File: config.mk
export PLATFORM = sky130hd
export DESIGN_NAME = tof_mod_meas
export DESIGN_NICKNAME = d
export VERILOG_FILES = /design/src/rtl/tof_mod_meas.sv
export SDC_FILE = /design/constraint.sdc
export NUM_CORES = 1
export LEC_CHECK = 0
export ABC_AREA = 1
export CORE_AREA = 5 5 109 111
export CTS_CLUSTER_SIZE = 30
export DETAILED_ROUTE_END_ITERATION = 12
export DIE_AREA = 0 0 114 116
export GPL_ROUTABILITY_DRIVEN = 0
export HOLD_SLACK_MARGIN = 0.06
export PLACE_DENSITY = 0.79
export SETUP_SLACK_MARGIN = 0.4
export SLEW_MARGIN = 10
export SYNTH_ARGS = -nofsm -noshare
export SYNTH_HDL_FRONTEND = slang
export SYNTH_SLANG_ARGS = --single-unit
export TNS_END_PERCENT = 20
File: constraint.sdc
create_clock -name CLKIN -period 2.85 [get_ports CLKIN]
set_input_delay 0.57 -clock CLKIN [delete_from_list [all_inputs] [get_ports CLKIN]]
set_output_delay 0.57 -clock CLKIN [all_outputs]
set_load 0.01 [all_outputs]
File: src/rtl/tof_mod_meas.sv
// ToF modulation meter: measures MODIN period/high time and the delay from the VALID rise to the first MODIN rise.
// Optional TOFMEAS_INSYNC_EN adds a 2-flop MODIN synchronizer (DELAY_MEAS +2, period/high unchanged).
module tof_mod_meas #(
  parameter int CNT_W    = 16,
  parameter int LOCK_CNT = 4
) (
  input  logic             CLKIN,
  input  logic             RST,
  input  logic             VALID,
  input  logic             MODIN,
  output logic [CNT_W-1:0] PERIOD_MEAS,
  output logic [CNT_W-1:0] HIGH_MEAS,
  output logic [CNT_W-1:0] DELAY_MEAS,
  output logic             MEAS_STB,
  output logic             LOCKED,
  output logic             ERR
);

  localparam logic [CNT_W-1:0] CNT_MAX  = '1;
  localparam logic [CNT_W-1:0] LOCK_TGT = CNT_W'(LOCK_CNT);

  typedef enum logic [1:0] {IDLE, WAIT_FIRST, MEASURE} state_t;

  state_t           state;
  logic             mod_s;
  logic             mod_d;
  logic             valid_d;
  logic [CNT_W-1:0] dly_cnt;
  logic [CNT_W-1:0] per_cnt;
  logic [CNT_W-1:0] hi_lat;
  logic [CNT_W-1:0] match_cnt;

`ifdef TOFMEAS_INSYNC_EN
  logic [1:0] sync;
  always_ff @(posedge CLKIN) begin
    if (RST) sync <= 2'b00;
    else     sync <= {sync[0], MODIN};
  end
  assign mod_s = sync[1];
`else
  assign mod_s = MODIN;
`endif

  logic             rise;
  logic             fall;
  logic             vrise;
  logic [CNT_W-1:0] dly_nxt;
  logic [CNT_W-1:0] per_nxt;
  logic [CNT_W-1:0] match_nxt;

  assign rise    = mod_s & ~mod_d;
  assign fall    = ~mod_s & mod_d;
  assign vrise   = VALID & ~valid_d;
  // Counters report "cycles elapsed including this one", so the restart cycle is 0.
  assign dly_nxt = (dly_cnt == CNT_MAX) ? CNT_MAX : dly_cnt + CNT_W'(1);
  assign per_nxt = (per_cnt == CNT_MAX) ? CNT_MAX : per_cnt + CNT_W'(1);
  // A zero match count means no reference period yet in this VALID window.
  assign match_nxt = (match_cnt != '0 && per_nxt == PERIOD_MEAS)
                   ? ((match_cnt >= LOCK_TGT) ? match_cnt : match_cnt + CNT_W'(1))
                   : CNT_W'(1);

  always_ff @(posedge CLKIN) begin
    if (RST) begin
      state       <= IDLE;
      mod_d       <= 1'b0;
      valid_d     <= 1'b1;
      dly_cnt     <= '0;
      per_cnt     <= '0;
      hi_lat      <= '0;
      match_cnt   <= '0;
      PERIOD_MEAS <= '0;
      HIGH_MEAS   <= '0;
      DELAY_MEAS  <= '0;
      MEAS_STB    <= 1'b0;
      LOCKED      <= 1'b0;
      ERR         <= 1'b0;
    end else begin
      mod_d    <= mod_s;
      valid_d  <= VALID;
      MEAS_STB <= 1'b0;
      if (!VALID) begin
        state     <= IDLE;
        LOCKED    <= 1'b0;
        match_cnt <= '0;
      end else begin
        case (state)
          IDLE: begin
            if (vrise) begin
              ERR       <= 1'b0;
              dly_cnt   <= '0;
              per_cnt   <= '0;
              match_cnt <= '0;
              if (rise) begin
                DELAY_MEAS <= '0;
                state      <= MEASURE;
              end else begin
                state <= WAIT_FIRST;
              end
            end
          end
          WAIT_FIRST: begin
            if (rise) begin
              DELAY_MEAS <= dly_nxt;
              per_cnt    <= '0;
              state      <= MEASURE;
            end else if (dly_nxt == CNT_MAX) begin
              ERR    <= 1'b1;
              LOCKED <= 1'b0;
              state  <= IDLE;
            end else begin
              dly_cnt <= dly_nxt;
            end
          end
          MEASURE: begin
            if (rise) begin
              PERIOD_MEAS <= per_nxt;
              HIGH_MEAS   <= hi_lat;
              MEAS_STB    <= 1'b1;
              per_cnt     <= '0;
              match_cnt   <= match_nxt;
              LOCKED      <= (match_nxt >= LOCK_TGT);
            end else if (per_nxt == CNT_MAX) begin
              ERR       <= 1'b1;
              LOCKED    <= 1'b0;
              match_cnt <= '0;
              state     <= IDLE;
            end else begin
              per_cnt <= per_nxt;
              if (fall) hi_lat <= per_nxt;
            end
          end
          default: state <= IDLE;
        endcase
      end
    end
  end

endmodule

==> impl_metrics.ini <==
[outcome]
run_status = finished, final reports clean

[cts]
root_buffer = clkbuf_8
htree_levels = 4
hold_buffers = 0
cts_buffers = 17
cts_tree = built
cts.sinks = 119
insertion_delay_ns = 0.54
path_clk_slew_ns = 0.06
clockBufferDepth = 2

[sta]
tightest_slew_ns = 0.6646
hold_viol = 0
rsz0062_at_grt = true
fmax_ghz = 0.4044
finalClockSkew_ns = 0.01054
max_slew_margin_pct = 55.65
setup_viol = 0
slew_violations = 0
finalSetupTns_ns = 0
min_period_ns = 2.473
finalCritPeriodShare_pct = 86.77

[floorplanning]
dieWidth_um = 114
initial_core_util_pct = 56.89
fp.dieH_um = 116
core-area_sq_mm = 0.01070
ios = 55
die_area_sq_mm = 0.01322
num_rows = 38

[worst_setup_path]
critPathMaxStageDelay_ns = 0.39
worstPathArrival_ns = 2.92
timing.rr.end = LOCKED$_SDFFE_PP0P_
cp_num_buf_inv = 1
cp-end-kind = register
worst_path_most_repeated_cell = nand2_1
crit_start = per_cnt[0]$_SDFFE_PP0P_
crit_chain = ha_4, nand3_4, xor2_1, nand3_1, nand2_1, nand2_1, nor2_1, nand3_2, nor2_4, buf_12, o21ai_0, nand2_1, nor2_1, nand2_1, nand2_1, a21oi_1
cp_slowest_cell = dfxtp_4
required_ns = 3.30
path_class = register to register
ff2ff_setup_slack_ns = 0.38
rr_startpoint = per_cnt[0]$_SDFFE_PP0P_
crit_end = LOCKED$_SDFFE_PP0P_
crit_family = simple AND/OR/NAND/NOR gates
startpoint_type = register
path_max_fanout = 11
r2r_cells = 16
path_depth = 16

[global_route]
grt_pass1_wl_mm = 27.02
grt.total_usage_pct = 25.27
antenna_found_initial = 0
overflow = 0
grt_pass1_vias = 5745
grt_start_max_net_pins = 39

[place]
place_hpwl_mm = 10.39
io_buffers = 54

[cells_and_area]
multi_input_area_sq_mm = 0.003381
antenna_cells = 0
drive_above_1_share_pct = 22.67
seq_area_sq_mm = 0.002426
area_growth_pct = 31.50
nNetsFinal = 943
fillers = 745

[synth]
synth.distinct_cells = 37
synth_edf_count = 0
yosysTopAreaCellShare_pct = 39.14
avgSynthCellArea_sq_um = 7.101
syn-cell-area_sq_mm = 0.006086
yosysWarnings = 0
synth-async-reset-ratio_pct = 0
synth_nets = 869
yosysTopAreaCell = dfxtp_1
synth_most_common_cell = nand2_1
ys_ff_latch = 119
synth_seq_area_share_pct = 39.14
ys.flop_type = dfxtp_1
syn_inst = 857
synthTopCellsByCount = nand2_1, dfxtp_1, inv_1
ys_top_cells_by_area = dfxtp_1, nand2_1, a21oi_1, inv_1, o21ai_0

[pwr]
ir_drop_mv = 0.4464
seqPwrFrac_pct = 39.2
total_power_mw = 4.439
p_comb_share_pct = 7.6
pwr-share-clk_pct = 53.2
switchingPower_mw = 1.073
p_per_area_mw_per_mm2 = 554.7
intPower_mw = 3.366
leakage_nw = 3.148
swShare_pct = 24.17

[routing]
vias = 6188
routed_via_density = 5.708
drc_errors = 0
first_iter_violations = 594
firstDrtPassIters = 5
routed_wl_mm = 17.32
postRouteAntennaNets = 0
avgRoutedWirePerCell_um = 15.98

[flow_run]
drv_cap = 0

[hold_path]
hp-class = primary input to register
-- timing repair --
action	in CTS	in global routing
endpoints found under the hold margin	0	0
pin swaps	6	19
setup endpoints to repair	65	68
buffers inserted	3	14
resized for setup	43	77
cloned	1	3
-- metal layers --
| metal | track usage (%) | wire (um) | vias up |
|---|---|---|---|
| li1 | - | - | 2958 |
| met1 | 31.66 | 7033 | 2883 |
| met2 | 41.45 | 8532 | 279 |
| met3 | 6.319 | 1174 | 68 |
| met4 | 10.93 | 585 | 0 |
| met5 | 0 | 0 | - |
-- worst min-delay path by stage --
stage | from | end | slack, ns | cells past startpoint
floorplan | hi_lat[0]$_SDFFE_PP0P_ | HIGH_MEAS[0]$_SDFFE_PP0P_ | 0.43 | 2
global placement | hi_lat[1]$_SDFFE_PP0P_ | hi_lat[1]$_SDFFE_PP0P_ | 0.45 | 2
detailed placement | hi_lat[11]$_SDFFE_PP0P_ | hi_lat[11]$_SDFFE_PP0P_ | 0.45 | 2
CTS | RST | mod_d$_SDFF_PP0_ | 0.40 | 2
global route | RST | mod_d$_SDFF_PP0_ | 0.43 | 2
finish | RST | mod_d$_SDFF_PP0_ | 0.40 | 2
-- stage by stage --
step / setup WS, ns / std cells / utilization (%) / hold slack (ns) / cell area, sq um
after floorplan: 0.5823 / 857 / - / 0.4297 / 6086
after global placement: 0.2191 / 1031 / 63.08 / 0.4454 / 6748
after detailed placement: 0.1137 / 1031 / 63.08 / 0.4535 / 6748
after CTS: 0.4010 / 1067 / 70.57 / 0.3954 / 7550
after global routing: 0.2720 / 1084 / 74.81 / 0.4302 / 8003
final: 0.3772 / 1084 / 74.81 / 0.4030 / 8003
-- power by group through the flow --
stage	Combinational (mW)	Sequential, mW	Clock [mW]
after floorplan	0.191	1.77	0
after global placement	0.282	1.77	0
after detailed placement	0.286	1.77	0
after CTS	0.296	1.73	2.37
after global routing	0.367	1.74	2.45
final	0.337	1.74	2.36
-- cell type report --
class,count,share of cell area [%]
Tap cell,140,2.189
Timing Repair Buffer,93,11.73
Clock inverter,14,2.783
Sequential cell,119,30.32
Multi-Input combinational cell,587,42.25
Clock buffer,18,5.347
Inverter,113,5.394
-- logic make-up after synthesis --
family	after synthesis	synth area share, %
XOR/XNOR	9	1.295
adder cells (fa/ha/maj)	8	1.645
buffers and inverters	152	10.90
AO/OA/AOI/OAI	217	20.27
flip-flops	119	39.14
AND/OR/NAND/NOR	352	26.75
-- cell usage in the layout (no fill, tap or decap), types with 6 or more instances in the layout --
cell type / count
a211oi_2: 7
a21oi_1: 91
a21oi_2: 21
buf_4: 30
clkbuf_16: 19
clkdlybuf4s50_1: 53
dfxtp_1: 100
dfxtp_2: 11
dfxtp_4: 8
ha_1: 6
inv_1: 105
nand2_1: 143
nand2_2: 18
nand2_4: 7
nand3_1: 60
nand3_2: 14
nand4_1: 15
nor2_1: 51
nor2_2: 12
nor2_4: 11
o21ai_0: 62
o21ai_1: 23
xor2_1: 8
-- state kept, by name, summed over array words and instances, names as in the netlist --
register and count:
hi_lat 16, dly_cnt 16, match_cnt 16, valid_d 1, state 2, HIGH_MEAS 16, PERIOD_MEAS 16, mod_d 1
LOCKED 1, DELAY_MEAS 16, MEAS_STB 1, per_cnt 16, ERR 1
Power figures use the tool's default switching activity.
